==> config.mk <==
export PLATFORM = sky130hd
export DESIGN_NAME = ifetch_unit
export DESIGN_NICKNAME = d
export VERILOG_FILES = /design/src/rtl/cpu_pkg.sv /design/src/rtl/if_timeout_ctr.sv /design/src/rtl/ifetch_unit.sv
export SDC_FILE = /design/constraint.sdc
export NUM_CORES = 1
export LEC_CHECK = 0
export BUFFER_PORTS_ARGS = -buffer_cell sky130_fd_sc_hd__buf_4
export CORE_MARGIN = 1
export CORE_UTILIZATION = 50
export DETAILED_ROUTE_END_ITERATION = 7
export GPL_ROUTABILITY_DRIVEN = 0
export GPL_TIMING_DRIVEN = 0
export PLACE_DENSITY = 0.77
export SYNTH_ARGS = -nofsm -noshare
export SYNTH_HDL_FRONTEND = slang
export SYNTH_HIERARCHICAL = 1
export SYNTH_SLANG_ARGS = --single-unit
==> constraint.sdc <==
create_clock -name clk -period 4.3 [get_ports clk]
set_input_delay 0.86 -clock clk [delete_from_list [all_inputs] [get_ports clk]]
set_output_delay 0.86 -clock clk [all_outputs]
set_load 0.005 [all_outputs]
==> src/rtl/cpu_pkg.sv <==
// cpu_pkg: shared definitions for the multicycle MIPS core front end.
//   - IF_IDLE / IF_WAIT : instruction-fetch state encodings
//   - RESET_PC_DEFAULT  : byte address loaded into PC on reset
//   - WA_W              : width of a word address (byte address [31:2])
package cpu_pkg;

  localparam logic IF_IDLE = 1'b0;
  localparam logic IF_WAIT = 1'b1;

  typedef enum logic {
    ST_IDLE = IF_IDLE,
    ST_WAIT = IF_WAIT
  } if_state_e;

  localparam logic [31:0] RESET_PC_DEFAULT = 32'h0000_3000;
  localparam int          WA_W             = 30;

endpackage

==> src/rtl/if_timeout_ctr.sv <==
// if_timeout_ctr: bounds the time a fetch may spend waiting for memory.
//   clk, rst : clock, asynchronous active-high reset
//   clr      : zero the count (start of a new fetch)
//   en       : one more cycle spent waiting without an acknowledge
//   expire   : high during the TIMEOUT-th waiting cycle (count == TIMEOUT-1 while en)
module if_timeout_ctr #(
  parameter int TIMEOUT = 16
) (
  input  logic clk,
  input  logic rst,
  input  logic clr,
  input  logic en,
  output logic expire
);

  // TIMEOUT >= 2, so at least one bit; the count never needs to exceed TIMEOUT-1.
  localparam int             CW   = $clog2(TIMEOUT);
  localparam logic [CW-1:0]  LAST = CW'(TIMEOUT - 1);

  logic [CW-1:0] count;

  always_ff @(posedge clk or posedge rst) begin
    if (rst) begin
      count <= '0;
    end else if (clr) begin
      count <= '0;
    end else if (en) begin
      count <= count + CW'(1);
    end
  end

  assign expire = en && (count == LAST);

endmodule

==> src/rtl/ifetch_unit.sv <==
// ifetch_unit: instruction-fetch front end; owns the architectural PC and IR.
//   clk, rst    : clock, asynchronous active-high reset
//   fetch_start : control unit asks for a fetch (looked at only in IDLE)
//   pc_wr, npc  : PC write from the NPC logic, accepted in any state
//   im_req/im_addr/im_ack/im_rdata : instruction memory port
//   ir, ir_valid: instruction register and its one-cycle "updated" pulse
//   fetch_err   : one-cycle pulse when a fetch is abandoned on timeout
//   busy        : high while waiting on memory; it is also the FSM state
//                 (busy=1 <=> IF_WAIT), so state is observable from outside
//   pc, pc_plus4: current PC word address and its successor (wraps)
//
// Memory handshake: im_req rises the cycle after a fetch is launched and is
// held, with im_addr stable, until the fetch ends. The memory returns the word
// by raising im_ack with im_rdata in any cycle im_req is high (including the
// first). The cycle im_ack is seen, im_req drops the next cycle; im_ack
// outside im_req is ignored. An ack in the same cycle the timeout expires
// completes the fetch normally.
module ifetch_unit
  import cpu_pkg::*;
#(
  parameter logic [31:0] RESET_PC = RESET_PC_DEFAULT,
  parameter int          TIMEOUT  = 16,
  parameter bit          AUTO_INC = 1'b1
) (
  input  logic            clk,
  input  logic            rst,
  input  logic            fetch_start,
  input  logic            pc_wr,
  input  logic [WA_W-1:0] npc,
  output logic            im_req,
  output logic [WA_W-1:0] im_addr,
  input  logic            im_ack,
  input  logic [31:0]     im_rdata,
  output logic [31:0]     ir,
  output logic            ir_valid,
  output logic            fetch_err,
  output logic            busy,
  output logic [WA_W-1:0] pc,
  output logic [WA_W-1:0] pc_plus4
);

  localparam logic [WA_W-1:0] RESET_WA = RESET_PC[31:2];

  if_state_e state, state_nxt;
  logic      launch;     // IDLE -> WAIT this cycle
  logic      take_ack;   // response accepted this cycle
  logic      ctr_clr;
  logic      ctr_en;
  logic      ctr_expire;

  // ---------------------------------------------------------------- FSM
  always_ff @(posedge clk or posedge rst) begin
    if (rst) begin
      state <= ST_IDLE;
    end else begin
      state <= state_nxt;
    end
  end

  always_comb begin
    state_nxt = state;
    launch    = 1'b0;
    take_ack  = 1'b0;
    ctr_clr   = 1'b0;
    ctr_en    = 1'b0;
    case (state)
      ST_IDLE: begin
        if (fetch_start) begin
          state_nxt = ST_WAIT;
          launch    = 1'b1;
          ctr_clr   = 1'b1;
        end
      end
      ST_WAIT: begin
        // fetch_start is deliberately not looked at here: no queuing.
        if (im_ack) begin
          take_ack  = 1'b1;
          state_nxt = ST_IDLE;
        end else begin
          ctr_en = 1'b1;
          if (ctr_expire) begin
            state_nxt = ST_IDLE;
          end
        end
      end
      default: state_nxt = ST_IDLE;
    endcase
  end

  if_timeout_ctr #(
    .TIMEOUT (TIMEOUT)
  ) u_timeout (
    .clk    (clk),
    .rst    (rst),
    .clr    (ctr_clr),
    .en     (ctr_en),
    .expire (ctr_expire)
  );

  // ---------------------------------------------------------------- datapath
  always_ff @(posedge clk or posedge rst) begin
    if (rst) begin
      pc        <= RESET_WA;
      ir        <= '0;
      im_addr   <= '0;
      ir_valid  <= 1'b0;
      fetch_err <= 1'b0;
    end else begin
      ir_valid  <= take_ack;
      // ctr_expire is only raised when no ack is present, so the pulses are exclusive.
      fetch_err <= ctr_expire;

      // Forward a PC write landing in the launch cycle so the fetch uses it.
      if (launch) begin
        im_addr <= pc_wr ? npc : pc;
      end

      if (take_ack) begin
        ir <= im_rdata;
      end

      // An explicit PC write always beats the post-fetch increment.
      if (pc_wr) begin
        pc <= npc;
      end else if (AUTO_INC && take_ack) begin
        pc <= im_addr + WA_W'(1);
      end
    end
  end

  assign busy     = (state == ST_WAIT);
  assign im_req   = busy;
  assign pc_plus4 = pc + WA_W'(1);

endmodule

==> results of run 1 <==
-- layout make-up --
type,instances,area [µm²]
clock buffer,9,124
multi-input combinational,448,2670
sequential,99,2480
timing repair buffer,193,1470
tap,136,170
clock inverter,7,52.6
fill,854,3180
inverter,14,55.1
buffer,30,130
-- metrics by stage --
stage / worst slack (ns) / hold WS (ns) / setup TNS, ns / std cells
after global routing: 0.604 / 0.393 / 0 / 936
after floorplan: 0.966 / 0.470 / 0 / 591
final: 0.703 / 0.384 / 0 / 936
after global placement: -0.140 / 0.460 / -12.46 / 919
after detailed placement: 1.16 / 0.464 / 0 / 920
after CTS: 0.747 / 0.378 / 0 / 936
-- state kept, by name (all words and copies together) (netlist names) --
register / cells
ir: 32
ir_valid: 1
fetch_err: 1
im_addr: 30
busy: 1
u_timeout/count: 4
pc: 30
-- placed cells by master, fill, tap and decap left out, types with 3 or more instances in the layout --
master | synthesis | final
nand3_1 | 24 | 24
clkbuf_1 | 18 | 18
xnor2_1 | 36 | 36
o21ai_1 | 14 | 14
ha_1 | 3 | 3
a22oi_1 | 17 | 17
nor2b_1 | 4 | 4
and3_1 | 7 | 7
dfrtp_1 | 97 | 97
xor2_1 | 18 | 18
o31ai_1 | 3 | 3
o21ai_0 | 43 | 43
nor2_1 | 31 | 31
a21oi_1 | 8 | 8
nand4_1 | 10 | 10
clkbuf_8 | 0 | 9
nand2_1 | 156 | 156
nor3_1 | 3 | 3
nor4_2 | 3 | 3
inv_1 | 13 | 12
mux2i_1 | 32 | 32
nand2b_1 | 3 | 3
buf_2 | 5 | 5
and4_1 | 4 | 4
buf_4 | 1 | 193
buf_1 | 5 | 5
-- power groups by stage --
stage	Sequential [W]	Combinational, W	Clock, W
after floorplan	0.00133	0.000375	0
after global placement	0.00136	0.000849	0
after detailed placement	0.00137	0.000879	0
after CTS	0.00136	0.000880	0.000571
after global routing	0.00139	0.000962	0.000606
final	0.00136	0.000872	0.000569
-- cell families after synthesis --
group	share of synthesized area [%]
flops	46.5
fa+ha+maj	0.704
simple gates	24.0
mux	6.29
compound gates	10.1
xor+xnor	8.88
buf+inv	3.43
-- worst max-delay path by stage --
stage          startpoint            to  slack [ns]  depth (start not counted)
2_1_floorplan         rst          busy        0.97                          1
3_3_place_gp          rst   im_addr[21]       -0.14                          2
3_5_place_dp        pc[1]  pc_plus4[28]        1.16                          7
4_1_cts             pc[1]  pc_plus4[28]        0.75                          7
5_1_grt             pc[1]  pc_plus4[26]        0.60                          7
6_report            pc[1]  pc_plus4[28]        0.70                          7
-- metal layers --
metal	global-route usage, %	vias to the layer above	part of all wire [%]
li1	-	2404	-
met1	36.0	2474	40
met2	49.2	214	50
met3	6.31	20	7.7
met4	11.6	0	2.0
met5	0	-	0
-- worst max-delay path, cell delays in order (launching register included) --
cell     delay (ns)
dfrtp_1        0.52
ha_1           0.26
and4_1         0.36
nor4b_4        0.62
nand2_1        0.16
nor2_1         0.14
xor2_1         0.17
buf_4          0.13
==> results.yml, run 1 <==
yosys:
  synth-edff-count: 0
  seq_area_frac_synth_pct: 46.5
  synth_fp_nets: 661
  synth_top_area_share_pct: 45.6
  synthTopCellsByArea: "dfrtp_1, nand2_1, mux2i_1, xnor2_1, o21ai_0"
  synthMostInstantiatedCell: "nand2_1"
  synth_area_mm2: 0.00533
  avgSynthCellArea_um2: 9.02
  ys.flop_type: "dfrtp_1"
  yosysTopAreaCell: "dfrtp_1"
  yosysWarnings: 6
  synthCells: 591
  ys_async_sr_fraction_pct: 100
  synthTopCellsByCount: "nand2_1, dfrtp_1, o21ai_0, xnor2_1, mux2i_1"
  ys_seq_elements: 99
  synth.distinct_cells: 51
floorplan:
  start_util_pct: 51.6
  dieArea_mm2: 0.0111
  die_w_um: 105
  core-area_mm2: 0.0103
  io_pins: 193
  die_y_um: 105
  rows: 37
cts:
  cts_buffer_depth: 2
  numCtsBuffers: 9
  clock_latency_ns: 0.38
  clkTransAtPathRegs_ns: 0.10
  h-tree-depth: 3
  cts_setup_buffers: 0
  cts_resized: 0
  clockRootBuffer: "clkbuf_8"
  cts_tree: "done"
  numClockSinks: 99
  hold_buffers: 0
setup_path:
  r2r_slack_ns: 1.94
  r2r_end: "pc[27]"
  crit_type: "flip-flop to output port"
  critPathRequiredTime_ns: 3.44
  rr_worst_depth: 6
  cp-start-kind: "flip-flop"
  timing.rr.start: "busy"
  arrival_ns: 2.74
  crit_fanout: 7
  cp-end-kind: "output port"
finish:
  design_area_mm2: 0.00715
  layout-drive-gt1-share_pct: 29.5
  layout.nets: 865
  utilization_pct: 69.2
  area.growth.synth_to_final_pct: 34.1
  diodes: 0
sta:
  setup_viol: 0
  fin_crit_ns: 3.60
  timing.fmax_mhz: 278
  finalClockSkew_ns: 0.00663
  tightest_slew_ns: 0.752
  period_share_pct: 83.7
  final-hold-violation-count: 0
  report.final.slew_viol_count: 0
  relSlewSlack_pct: 49.5
  rsz0062_at_grt: "false"
flow_run:
  cap_violations: 0
route:
  ant_nets: 0
  dr_total_vias: 5112
  routed_via_density: 5.46
  wl_per_cell_um: 16.9
  drt_iter0_drc: 285
  firstDrtPassIters: 5
  drc: 0
  drt-total-wl_mm: 15.8
outcome:
  status: "finished, final reports clean"
placement:
  place_area_mm2: 0.00697
  hpwl_mm: 11.7
  numPortBuffers: 192
power:
  clock_power_share_pct: 20.3
  switching_share_pct: 35.5
  p_comb_share_pct: 31.1
  ir_worst_vdd_v: 0.000252
  internal_power_w: 0.00181
  p_sw_w: 0.000995
  p_leak_nw: 3.48
  p_seq_share_pct: 48.6
  power_density_mw_per_mm2: 392
  finalPower_w: 0.00280
worst_hold_path:
  hp-class: "primary input to async pin"
global_routing:
  grt.total_usage_pct: 29.0
  grt_pass1_vias: 4983
  grt_max_degree: 59
  antenna_found_initial: 0
  grt_first_pass_wirelength_mm: 25.0
  overflow: 0
Power figures use the tool's default switching activity.
==> run 2: changes to the inputs <==
--- a/config.mk
+++ b/config.mk
@@ -7,11 +7,11 @@
 export LEC_CHECK = 0
 export BUFFER_PORTS_ARGS = -buffer_cell sky130_fd_sc_hd__buf_4
 export CORE_MARGIN = 1
-export CORE_UTILIZATION = 50
+export CORE_UTILIZATION = 45
 export DETAILED_ROUTE_END_ITERATION = 7
 export GPL_ROUTABILITY_DRIVEN = 0
 export GPL_TIMING_DRIVEN = 0
-export PLACE_DENSITY = 0.77
+export PLACE_DENSITY = 0.73
 export SYNTH_ARGS = -nofsm -noshare
 export SYNTH_HDL_FRONTEND = slang
 export SYNTH_HIERARCHICAL = 1
==> constraint.sdc (replaced) <==
create_clock -name clk -period 3.3 [get_ports clk]
set_input_delay 0.66 -clock clk [delete_from_list [all_inputs] [get_ports clk]]
set_output_delay 0.66 -clock clk [all_outputs]
set_load 0.005 [all_outputs]
==> run 2 against run 1 <==
Net effect:
- sequential power is 31% higher
- routed wire length down 0.49%
- sequential share of layout area is 0.75 points lower
- non-clock buffer count is 2 higher
- first-iteration DRC count grew 3.9%
- die area up 11%
- global-route usage shrank 3.3 points
==> results.yml, run 2 (synthesis gave the netlist of run 1 again) <==
setup_path:
  timing.rr.start: "busy"
  rr_worst_depth: 6
  cp_cell_sequence: "ha_1 -> and4_1 -> nor4b_4 -> buf_4 -> nand2_1 -> nor2_1 -> xor2_1 -> buf_4"
  crit_type: "flip-flop to output port"
  cp-start-kind: "flip-flop"
  cp_slowest_stage_delay_ns: 0.50
  cp-end-kind: "output port"
  path_common_cell: "buf_4"
  critPathRequiredTime_ns: 2.64
  arrival_ns: 2.40
  r2r_slack_ns: 1.03
  cp_slowest_cell: "dfrtp_1"
  crit_fanout: 7
  r2r_end: "pc[10]"
route:
  drt-total-wl_mm: 15.7
  ant_nets: 0
  dr_total_vias: 5035
  drc: 0
  drt_iter0_drc: 296
  wl_per_cell_um: 16.7
  firstDrtPassIters: 4
  routed_via_density: 5.33
cts:
  clockRootBuffer: "clkbuf_16"
  hold_buffers: 0
  h-tree-depth: 3
  numCtsBuffers: 9
  numClockSinks: 99
  cts_buffer_depth: 2
  clkTransAtPathRegs_ns: 0.07
  cts_tree: "done"
  clock_latency_ns: 0.35
finish:
  reg.largest.list: "ir (32), im_addr (30), pc (30)"
  area.growth.synth_to_final_pct: 37.1
  layout-drive-gt1-share_pct: 29.7
  largest_register_ffs: 32
  largest-register: "ir"
  diodes: 0
  final_cell_mix: "buf_4, nand2_1, dfrtp_1, o21ai_0, xnor2_1"
  mostFrequentLayoutCell: "buf_4"
  stdcell_count: 944
  layout.nets: 867
sta:
  final-hold-violation-count: 0
  hold-worst-slack_ns: 0.211
  relSlewSlack_pct: 47.5
  period_share_pct: 92.6
  timing.fmax_mhz: 327
  setup_viol: 0
  rsz0062_at_grt: "false"
  finalClockSkew_ns: 0.00774
  tightest_slew_ns: 0.780
  fin_crit_ns: 3.06
  report.final.slew_viol_count: 0
placement:
  post-place-cells: 927
  numPortBuffers: 192
  hpwl_mm: 11.8
global_routing:
  grt_max_degree: 50
  grt_pass1_vias: 4955
  overflow: 0
  antenna_found_initial: 0
  grt_first_pass_wirelength_mm: 25.2
  grt.total_usage_pct: 25.7
floorplan:
  start_util_pct: 46.5
  dieArea_mm2: 0.0123
  rows: 39
  die_w_um: 111
  core-area_mm2: 0.0115
  die_y_um: 111
  io_pins: 193
power:
  p_leak_nw: 3.55
  power_density_mw_per_mm2: 548
  ir_worst_vdd_v: 0.000310
worst_hold_path:
  hp-class: "primary input to async pin"
flow_run:
  cap_violations: 0
outcome:
  status: "finished, final reports clean"
-- run 2: power breakdown --
group	internal, W	switching (W)	leakage, nW	total, W
sequential	0.00145	0.000323	1.22	0.00178
combinational	0.000626	0.000506	2.18	0.00113
clock	0.000647	0.000448	0.151	0.00109
-- run 2: area by class of cell --
type                            instances  area (µm²)
Inverter                               14        55.1
Clock inverter                          3        46.3
Multi-Input combinational cell        448        2670
Buffer                                 30         130
Clock buffer                           12         267
Sequential cell                        99        2480
Fill cell                             976        4160
Tap cell                              143         179
Timing Repair Buffer                  195        1480
-- run 2: how the worst max path moves through the flow --
stage / endpoint / start / slack [ns]
3_3_place_gp: ir[23] / rst / -0.98
3_5_place_dp: pc_plus4[28] / pc[1] / 0.37
4_1_cts: pc_plus4[28] / pc[1] / 0.21
6_report: pc_plus4[28] / pc[0] / 0.24
5_1_grt: pc_plus4[28] / pc[0] / 0.03
2_1_floorplan: busy / rst / 0.17
-- run 2: metal layers --
metal  wire length, µm  share of wire (%)  track usage, %  up-vias
li1                  -                  -               -     2405
met1              6550                 42            31.8     2402
met2              7530                 48            43.3      207
met3              1400                8.9            7.33       21
met4               257                1.6            8.27        0
met5                 0                  0               0        -
-- run 2: repair_timing --
item	CTS	global route
setup buffers	2	0
gates resized for setup	0	1
endpoints found under the setup margin	1	1
-- run 2: through the flow --
| stage | util [%] | setup slack, ns | power (W) | instance area, µm² | TNS [ns] |
|---|---|---|---|---|---|
| after detailed placement | 60.9 | 0.368 | 0.00294 | 6980 | 0 |
| after floorplan | - | 0.166 | 0.00223 | 5330 | 0 |
| after CTS | 63.7 | 0.206 | 0.00403 | 7310 | 0 |
| final | 63.7 | 0.245 | 0.00400 | 7310 | 0 |
| after global routing | 63.7 | 0.0314 | 0.00422 | 7310 | 0 |
| after global placement | 60.6 | -0.983 | 0.00289 | 6950 | -91.07 |
-- run 2: worst max-delay path, delay by kind of cell (launching register included) --
family / cells / cell delay, ns
and+or+nand+nor: 4 / 0.74
DFF: 1 / 0.50
buffers and inverters: 2 / 0.34
adders and majority gates: 1 / 0.25
xor gates and xnor gates: 1 / 0.22
==> run 3: changes to the inputs <==
--- a/config.mk
+++ b/config.mk
@@ -5,12 +5,13 @@
 export SDC_FILE = /design/constraint.sdc
 export NUM_CORES = 1
 export LEC_CHECK = 0
+export ABC_AREA = 1
 export BUFFER_PORTS_ARGS = -buffer_cell sky130_fd_sc_hd__buf_4
 export CORE_MARGIN = 1
-export CORE_UTILIZATION = 45
+export CORE_UTILIZATION = 46
 export DETAILED_ROUTE_END_ITERATION = 7
 export GPL_ROUTABILITY_DRIVEN = 0
-export GPL_TIMING_DRIVEN = 0
+export GPL_TIMING_DRIVEN = 1
 export PLACE_DENSITY = 0.73
 export SYNTH_ARGS = -nofsm -noshare
 export SYNTH_HDL_FRONTEND = slang
==> constraint.sdc (replaced) <==
create_clock -name clk -period 3.3 [get_ports clk]
set_input_delay 0.99 -clock clk [delete_from_list [all_inputs] [get_ports clk]]
set_output_delay 0.99 -clock clk [all_outputs]
set_load 0.005 [all_outputs]
==> run 3 against run 2 <==
Net effect:
- final cell count up 25%
- register-to-register slack better by 0.31 ns
- synthesized area up 7.8%
- clock power about the same
- sequential cell count unchanged
- utilization down 0.44 points
- total power up 0.61%
==> results.yml, run 3 <==
yosys:
  synthMostInstantiatedCell: "nand2_1"
  synth-edff-count: 0
  yosysWarnings: 6
  synth_fp_nets: 890
  synth_area_mm2: 0.00575
  synth_top_area_share_pct: 42.2
  ys.flop_type: "dfrtp_1"
  synthCells: 820
  synthTopCellsByCount: "nand2_1, dfrtp_1, nor2_1, inv_1, o21ai_0"
  yosysTopAreaCell: "dfrtp_1"
  seq_area_frac_synth_pct: 43.2
  ys_async_sr_fraction_pct: 100
  ys_seq_elements: 99
  synth.distinct_cells: 39
  avgSynthCellArea_um2: 7.01
  synthTopCellsByArea: "dfrtp_1, nand2_1, nor2_1, inv_1, o21ai_0"
sta:
  tightest_slew_ns: 0.656
  relSlewSlack_pct: 56.2
  finalClockSkew_ns: 0.0169
  report.final.slew_viol_count: 0
  setup_tns_ns: 0
  rsz0062_at_grt: "false"
  fin_crit_ns: 2.97
  setup_ws_ns: 0.332
  period_share_pct: 89.9
  timing.fmax_mhz: 337
  final-hold-violation-count: 0
  setup_viol: 0
worst_hold_path:
  hp-class: "flip-flop to flip-flop"
  whs_path_depth: 2
cts:
  hold_buffers: 0
  numClockSinks: 99
  clock_latency_ns: 0.35
  cts_setup_buffers: 0
  clockRootBuffer: "clkbuf_16"
  cts_tree: "done"
  clkTransAtPathRegs_ns: 0.07
  cts_resized: 0
  h-tree-depth: 3
  numCtsBuffers: 9
  cts_buffer_depth: 2
setup_path:
  cp.depth: 8
  path_common_cell: "nand2_1"
  arrival_ns: 1.98
  critical-path-top-delay-family: "simple AND/OR/NAND/NOR gates"
  cp-end-kind: "output port"
  cp_slowest_stage_delay_ns: 0.61
  critPathRequiredTime_ns: 2.31
  crit_fanout: 6
  cp_slowest_cell: "dfstp_2"
  path_buf_inv: 1
  rr_worst_depth: 6
  crit_type: "flip-flop to output port"
  cp-start-kind: "flip-flop"
  cp_cell_sequence: "nand2_1 -> nor2_1 -> nand2_1 -> nor3b_1 -> nand2_1 -> nand2_1 -> nand2_1 -> buf_4"
finish:
  area.growth.synth_to_final_pct: 33.4
  largest-register: "ir"
  diodes: 0
  final_cell_mix: "nand2_1, buf_4, dfrtp_1, nor2_1, inv_1"
  design_area_mm2: 0.00767
  largest_register_ffs: 32
  layout.nets: 1079
  mostFrequentLayoutCell: "nand2_1"
  layout-drive-gt1-share_pct: 24.6
  reg.largest.list: "ir (32), im_addr (30), pc (30)"
  stdcell_count: 1182
outcome:
  status: "finished, final reports clean"
global_routing:
  grt_pass1_vias: 5727
  antenna_found_initial: 0
  grt.total_usage_pct: 29.5
  overflow: 0
  grt_max_degree: 45
  grt_first_pass_wirelength_mm: 29.4
route:
  routed_via_density: 5.09
  drc: 0
  wl_per_cell_um: 15.6
  firstDrtPassIters: 7
  ant_nets: 0
  drt-total-wl_mm: 18.4
  dr_total_vias: 6018
  drt_iter0_drc: 512
power:
  finalPower_w: 0.00403
  p_seq_share_pct: 43.1
  switching_share_pct: 33.8
  clock_power_share_pct: 26.7
  p_sw_w: 0.00136
  p_leak_nw: 3.93
  power_density_mw_per_mm2: 526
  ir_worst_vdd_v: 0.000301
  p_comb_share_pct: 30.2
  internal_power_w: 0.00267
floorplan:
  io_pins: 193
  dieArea_mm2: 0.0129
  rows: 40
  die_y_um: 114
  start_util_pct: 47.4
  core-area_mm2: 0.0121
  die_w_um: 114
placement:
  post-place-cells: 1166
  pre_cts_ws_ns: 0.722
  numPortBuffers: 192
  place_area_mm2: 0.00736
  hpwl_mm: 14.3
flow_run:
  cap_violations: 0
[run 3: kinds of logic after synthesis]
logic type	after synthesis	share of synthesized area (%)
xor+xnor	22	3.35
simple gates	499	36.2
buf+inv	98	6.75
compound gates	99	9.88
fa+ha+maj	3	0.653
flops	99	43.2
[run 3: final timing paths]
kind,end,from,slack [ns]
min,ir[16],ir[16],0.48
max reg2reg,im_addr[13],busy,1.34
min in group asynchronous,u_timeout/count[3],rst,0.56
max in group asynchronous,pc[16],rst,1.89
max,pc_plus4[23],pc[11],0.33
min reg2reg,ir[16],ir[16],0.48
[run 3: stage by stage]
stage	utilization, %	hold slack [ns]
2_1_floorplan	-	0.472
3_3_place_gp	60.8	0.465
3_5_place_dp	60.8	0.467
4_1_cts	63.3	0.489
5_1_grt	63.3	0.504
6_report	63.3	0.485
[run 3: cell type report]
type / instances / area, µm²
clock inverter: 5 / 60.1
tap: 168 / 210
sequential: 99 / 2480
clock buffer: 11 / 243
inverter: 75 / 285
fill: 1127 / 4450
timing repair buffer: 201 / 1510
multi-input combinational: 623 / 2880
[run 3: worst register-to-register path: stages (launching register included)]
cell	delay (ns)
dfrtp_1	0.45
inv_1	0.12
nand2_1	0.22
inv_1	0.49
buf_4	0.34
nand2_1	0.11
o21ai_0	0.12
[run 3: per-layer routing]
layer / vias to the layer above / GRT usage, % / part of all wire (%)
met1: 2740 / 40.2 / 44
met3: 30 / 6.43 / 8.9
li1: 2955 / - / -
met4: 0 / 8.83 / 1.8
met2: 293 / 47.3 / 45
met5: - / 0 / 0
[run 3: power groups by stage]
stage / combinational (W) / sequential (W) / clock (W)
floorplan: 0.000546 / 0.00169 / 0
global placement: 0.00120 / 0.00174 / 0
detailed placement: 0.00122 / 0.00174 / 0
CTS: 0.00122 / 0.00173 / 0.00108
global route: 0.00136 / 0.00177 / 0.00114
finish: 0.00122 / 0.00173 / 0.00108
